[config.mk]
export PLATFORM = sky130hd
export DESIGN_NAME = brlite_tx_arbiter
export DESIGN_NICKNAME = d
export VERILOG_FILES = /design/src/rtl/brlite_tx_arbiter.sv
export SDC_FILE = /design/constraint.sdc
export NUM_CORES = 1
export LEC_CHECK = 0
export BUFFER_PORTS_ARGS = -buffer_cell sky130_fd_sc_hd__buf_4
export CAP_MARGIN = 20
export CORE_MARGIN = 2
export CORE_UTILIZATION = 40
export DETAILED_ROUTE_END_ITERATION = 10
export GPL_TIMING_DRIVEN = 0
export HOLD_SLACK_MARGIN = 0.05
export PLACE_DENSITY = 0.74
export SLEW_MARGIN = 25
export SYNTH_ARGS = -nofsm -noshare
export SYNTH_HDL_FRONTEND = slang
export SYNTH_SLANG_ARGS = --single-unit
export TNS_END_PERCENT = 10
[constraint.sdc]
create_clock -name clk_i -period 5.1 [get_ports clk_i]
set_input_delay 1.02 -clock clk_i [delete_from_list [all_inputs] [get_ports clk_i]]
set_output_delay 1.02 -clock clk_i [all_outputs]
set_load 0.02 [all_outputs]
[src/rtl/brlite_tx_arbiter.sv]
// Round-robin arbiter that shares the single BrLite local output port between NREQ requesters.
// The payload is latched at grant. A watchdog aborts a request that BrLite never acknowledges.
module brlite_tx_arbiter #(
    parameter int NREQ    = 2,
    parameter int DATA_W  = 74,
    parameter int TIMEOUT = 1024
) (
    input  logic                   clk_i,
    input  logic                   rst_ni,
    input  logic [NREQ-1:0]        req_i,
    input  logic [NREQ*DATA_W-1:0] data_i,
    output logic [NREQ-1:0]        ack_o,
    output logic [NREQ-1:0]        err_o,
    output logic [NREQ-1:0]        grant_o,
    output logic                   busy_o,
    input  logic                   br_local_busy_i,
    output logic                   br_req_o,
    input  logic                   br_ack_i,
    output logic [DATA_W-1:0]      br_data_o
);

    localparam int IW = (NREQ > 1) ? $clog2(NREQ) : 1;
    localparam int CW = (TIMEOUT > 0) ? $clog2(TIMEOUT + 1) : 1;
    localparam logic [CW-1:0] CNT_LAST = (TIMEOUT > 0) ? CW'(TIMEOUT - 1) : '0;

    typedef enum logic [1:0] {IDLE, REQ, DONE} state_e;

    state_e                        state_q;
    logic   [IW-1:0]               ptr_q, win_q, win_d, cand, ptr_nxt;
    logic   [CW-1:0]               cnt_q;
    logic   [NREQ-1:0]             ack_q, err_q, grant_q;
    logic                          br_req_q;
    logic   [DATA_W-1:0]           br_data_q;
    logic   [NREQ-1:0][DATA_W-1:0] data_a;
    logic                          found;

    assign data_a  = data_i;
    assign ptr_nxt = IW'((int'(win_q) + 1) % NREQ);

    // First pending requester at or after the rr pointer, wrapping around.
    always_comb begin
        win_d = ptr_q;
        cand  = '0;
        found = 1'b0;
        for (int i = 0; i < NREQ; i++) begin
            cand = IW'((int'(ptr_q) + i) % NREQ);
            if (!found && req_i[cand]) begin
                found = 1'b1;
                win_d = cand;
            end
        end
    end

    always_ff @(posedge clk_i or negedge rst_ni) begin
        if (!rst_ni) begin
            state_q   <= IDLE;
            ptr_q     <= '0;
            win_q     <= '0;
            cnt_q     <= '0;
            ack_q     <= '0;
            err_q     <= '0;
            grant_q   <= '0;
            br_req_q  <= 1'b0;
            br_data_q <= '0;
        end else begin
            case (state_q)
                IDLE: begin
                    if (|req_i && !br_local_busy_i) begin
                        win_q     <= win_d;
                        br_data_q <= data_a[win_d];
                        grant_q   <= NREQ'(1) << win_d;
                        br_req_q  <= 1'b1;
                        cnt_q     <= '0;
                        state_q   <= REQ;
                    end
                end
                REQ: begin
                    cnt_q <= cnt_q + CW'(1);
                    // An ack on the timeout cycle still counts as a clean completion.
                    if (br_ack_i) begin
                        br_req_q     <= 1'b0;
                        ack_q[win_q] <= 1'b1;
                        ptr_q        <= ptr_nxt;
                        state_q      <= DONE;
                    end else if (TIMEOUT != 0 && cnt_q == CNT_LAST) begin
                        br_req_q     <= 1'b0;
                        ack_q[win_q] <= 1'b1;
                        err_q[win_q] <= 1'b1;
                        ptr_q        <= ptr_nxt;
                        state_q      <= DONE;
                    end
                end
                DONE: begin
                    ack_q   <= '0;
                    err_q   <= '0;
                    grant_q <= '0;
                    state_q <= IDLE;
                end
                default: state_q <= IDLE;
            endcase
        end
    end

    assign ack_o     = ack_q;
    assign err_o     = err_q;
    assign grant_o   = grant_q;
    assign busy_o    = (state_q != IDLE);
    assign br_req_o  = br_req_q;
    assign br_data_o = br_data_q;

endmodule
==> After elaboration in Yosys (flattened, before gate mapping) <==
Index checks and enable logic that the tools add are counted.
{ "word_totals": {"latch_bits": 0, "word_cells": 77, "reg_bits": 96, "n_memories": 0, "inputBits": 154, "out_inout_bits": 82, "mem_bits_rw": 0, "romBits": 0} }
{ "classes": {"eq_ne": 7, "div_mod_pow": 0, "shifts": 1, "n_addsub": 3, "magnitude_cmp": 5, "n_bitwise": 2, "reduce_logical": 20, "multipliers": 0, "muxes": 30} }
{ "ops": {"columns": ["operator", "count"], "rows": [
  ["$mux W74", 2],
  ["$pmux W11 S2", 1],
  ["$mux W2", 8],
  ["$pmux W2 S2", 4],
  ["$mux W1", 12],
  ["$reduce_and A2 Y1", 6],
  ["$add A11 B1 Y11 const B", 1],
  ["$eq A11 B10 Y1 const B", 1],
  ["$mux W11", 1],
  ["$reduce_bool A2 Y1", 5],
  ["$lt A1 B2 Y1 const B", 4],
  ["$ne A2 B2 Y1 const B", 3],
  ["$reduce_and A3 Y1", 2],
  ["$or A2 B2 Y2", 2],
  ["$logic_and A1 B1 Y1", 3],
  ["$ne A3 B3 Y1 const B", 1],
  ["$add A1 B1 Y1 const B", 2],
  ["$eq A2 B1 Y1 const B", 1],
  ["$eq A2 B2 Y1 const B", 1],
  ["$logic_not A1 Y1", 2],
  ["$logic_not A2 Y1", 1],
  ["$pmux W1 S2", 1],
  ["$reduce_or A2 Y1", 1],
  ["$shl A1 B1 Y2 const A", 1],
  ["2 further kinds", 2]
]} }

==> Depth between registers and ports, before layout <==
{ "logic_depth": {"word_depth": 9, "depth_mapped": 8, "mapped_depth_nobuf": 6} }

==> Worst setup path before layout <==
OpenSTA, ideal clock, no wires.
{ "synth_timing": {"kind": "input to register", "from": "input req_i[0]", "to": "register grant_q[0], in the netlist grant_o[0]", "cell_stages": 6, "required_time_ns": 4.970, "arrival_time_ns": 2.042, "slack_ns": 2.928, "n_path_buf": 2, "setup_ns": 0.130, "path_cell_list": "o21ba_2 nand2_1 clkbuf_1 buf_2 a2bb2oi_1 o21ai_0"} }
{ "synth_via": {"elab_chain_cells": 9, "word_cells_on_any_way": 15, "cone_classes": "eq/ne (1); shift (1); mux (8); reduce/logical (5)"} }
{ "synth_rtl": {"columns": ["element", "line_no", "source"], "rows": [
  ["start, declared", "10", "input logic [NREQ-1:0] req_i,"],
  ["$mux W1 (not written as such) (2 in series)", "47", "if (!found && req_i[cand]) begin"],
  ["$mux W1", "47", null],
  ["$logic_not A1 Y1", "47", null],
  ["$logic_and A1 B1 Y1", "47", null],
  ["$mux W1", "47", null],
  ["$shl A1 B1 Y2", "71", "grant_q <= NREQ'(1) << win_d;"],
  ["$mux W2", "68", "if (|req_i && !br_local_busy_i) begin"],
  ["$pmux W2 S2", "66", "case (state_q)"],
  ["end signal, assigned", "71", null],
  ["end, declared", "31", "logic [NREQ-1:0] ack_q, err_q, grant_q;"]
]} }
Parallel ways exist; a longest one is shown, timed or not. The select of a mux whose other input is x is not followed.
A chain may end at the register's enable or synchronous reset.

==> Final worst setup path <==
Ends and elaborated chain as after synthesis.

==> metrics.txt <==
clk root buf=clkbuf_16; ANT cells=0; Clock Pin Slew Worst Setup and Hold Paths=60 ps; worst reg2reg path depth=7; CP Max Fanout=10; initial antenna violation count=0; number of fill cells=1019; WL/cell=15.4 µm; CP arrival=2860 ps; Tightest Hold Check Type=reg -> reg; Gate Count Post-Synth=448; Detail Route Antenna Nets=0; CP Launch Type=input port; Max VDD drop=0.000356 V; Slew Viols, Final=0; dpl cells=826; Layout Skew=3.85 ps; Die X=111 µm; Multi-input gate area=2010 µm²; synth-to-layout area growth=48.4%; final core occ=60.3%; via count=4273; setup tns final=0 ps; actual slew at the worst max-slew pin=875 ps; Mapped Avg Cell Area=10.2 µm²; Seq. cell area=2400 µm²; PD cells=551 nW/µm²; critical path class=in -> reg; FF-to-FF setup slack=2730 ps; Leak=3.56 nW; Synth Warn #=0; postcts setup bufs=0; layout cell share with drive strength beyond 1=38.5%; WHS Endpoint=br_data_o[52]$_DFFE_PN0P_; RSZ-0062 raised after global routing=no; hold path start=br_data_o[52]$_DFFE_PN0P_; Vias/cell=5.08; largest net degree at the start of global routing=97; Slew HR=41.7%; post-synthesis sequential area ratio=52.5%; Post-CTS Resized=0; # DRC=0; Nets=853; clk sinks=96; synth unique cells=35; clk buf depth=2; clk_lat worst skew=340 ps; num rows=39; WL final=13000 µm; WHS Path Cells=2; post-synth design cell area=4580 µm²; Die H=111 µm; reg2reg start=state_q[0]$_DFFE_PN0P_; Synth area leaders=dfrtp_1 52%, mux2i_1 17%, nand2_1 7.4%, o21ai_0 5.4%, o21ai_1 3.4%; GPL Wtd Cong=0.837; router iterations before antenna repair=5; # port buffers=235; R2R Path End=grant_o[0]$_DFFE_PN0P_; HPWL after detailed placement=9930 µm; largest area contributor in the netlist=dfrtp_1; GR Overflow Total=0; TritonCTS clock tree=yes; IO Count=236; syn nets=607; Fmax achieved=0.377 GHz; DRT iter0 DRCs=199; CP endpoint kind=flop; final setup vio count=0; DIE AREA=12300 µm²; initial core utilization=40.6%; Synth top area share=52.5%; final hold violation count=0; core footprint=11300 µm²; cts hold-fix bufs=0; Tmin final=2650 ps; fin crit share=52.0%; vias in the first global route=4438; wire length of the first global-routing pass=21500 µm; CTS buffer count=9; Tot GR Track Use=21.4%; Post-Layout Cell Count=841; # H-tree levels=3; number of synthesized register bits=96; Worst EP required=5310 ps; outcome=completed; Max-Cap Viols=0
## power by group
| group | switching (mW) | internal (mW) |
|---|---|---|
| logic | 1.06 | 0.783 |
| registers | 0.189 | 1.09 |
| clock network | 0.264 | 0.356 |
## per-stage QoR
step / worst slack (ps) / total power, mW / hold slack [ps] / instance area, µm²
2_1_floorplan: 2930 / 2.32 / 483 / 4580
3_3_place_gp: 2110 / 3.10 / 463 / 6520
3_5_place_dp: 2080 / 3.15 / 471 / 6530
4_1_cts: 2440 / 3.78 / 485 / 6790
5_1_grt: 2310 / 4.00 / 507 / 6790
6_report: 2450 / 3.74 / 483 / 6790
## per-layer routing
metal  routed length, µm  global-route usage [%]  vias up
li1                    -                       -     2065
met2                6700                    37.6      139
met1                5300                    25.2     2048
met3                 695                    4.87       21
met4                 274                    9.17        0
met5                   0                       0        -
## worst max-delay path, cell delays in order
cell	delay (ps)
buf_4	120
o21ba_2	230
nand2_1	320
clkbuf_1	520
buf_2	380
a2bb2oi_1	190
o21ai_0	80
## synth_stat cells, drive strengths merged
cell type  instances
nor2               6
a21oi             12
o31ai              8
clkbuf            14
nand4              2
mux2i             77
a21bo              1
or3                2
buf               14
a31o               1
dfrtp             96
nand3              4
o41ai              2
o21bai             1
or4                6
inv                9
a31oi              2
ha                 5
o21ai             80
nor4               1
a21o               1
a2bb2oi            1
o22ai              1
nor2b              2
a32o               1
a22o               2
nand2             90
a22oi              3
or2                3
o21ba              1
## cell families (layout without fill, tap and decap cells)
group / count (synthesis) / count (layout) / share of synthesized area (%)
AOI/OAI and AO/OA: 117 / 117 / 14.8
adders and majority gates: 5 / 5 / 1.37
buffers and inverters: 37 / 287 / 3.58
DFF: 96 / 96 / 52.5
muxes: 77 / 77 / 16.8
and+or+nand+nor: 116 / 116 / 11.0
## worst max path at each step
stage	depth (start not counted)	slack, ps	startpoint	end
after floorplan	6	2930	req_i[0]	grant_o[0]$_DFFE_PN0P_
after global placement	7	2110	req_i[0]	grant_o[0]$_DFFE_PN0P_
after detailed placement	7	2080	req_i[0]	grant_o[0]$_DFFE_PN0P_
after CTS	7	2440	req_i[0]	grant_o[0]$_DFFE_PN0P_
after global routing	7	2310	req_i[0]	grant_o[0]$_DFFE_PN0P_
final	7	2450	req_i[0]	grant_o[0]$_DFFE_PN0P_
## final cells by class
type | instances | share of cell area [%]
well taps | 143 | 2.63
clock buffers | 15 | 3.94
multi-input cells | 315 | 29.6
flip-flops and latches | 96 | 35.4
plain buffers | 28 | 1.92
repair buffers | 235 | 26.0
inverters | 9 | 0.497
## registers in the layout, summed over array words and instances, names as in the netlist, 2 cells and up
register,cells
ack_o,2
br_data_o,74
cnt_q,11
err_o,2
grant_o,2
state_q,2
## placed cells by master (no fill, tap or decap), drive strengths merged, types with 2 or more instances in the layout
master / n
a21oi: 12
a22o: 2
a22oi: 3
a31oi: 2
buf: 249
clkbuf: 29
dfrtp: 96
ha: 5
inv: 9
mux2i: 77
nand2: 90
nand3: 4
nand4: 2
nor2: 6
nor2b: 2
o21ai: 80
o31ai: 8
o41ai: 2
or2: 3
or3: 2
or4: 6
Power figures use the tool's default switching activity.
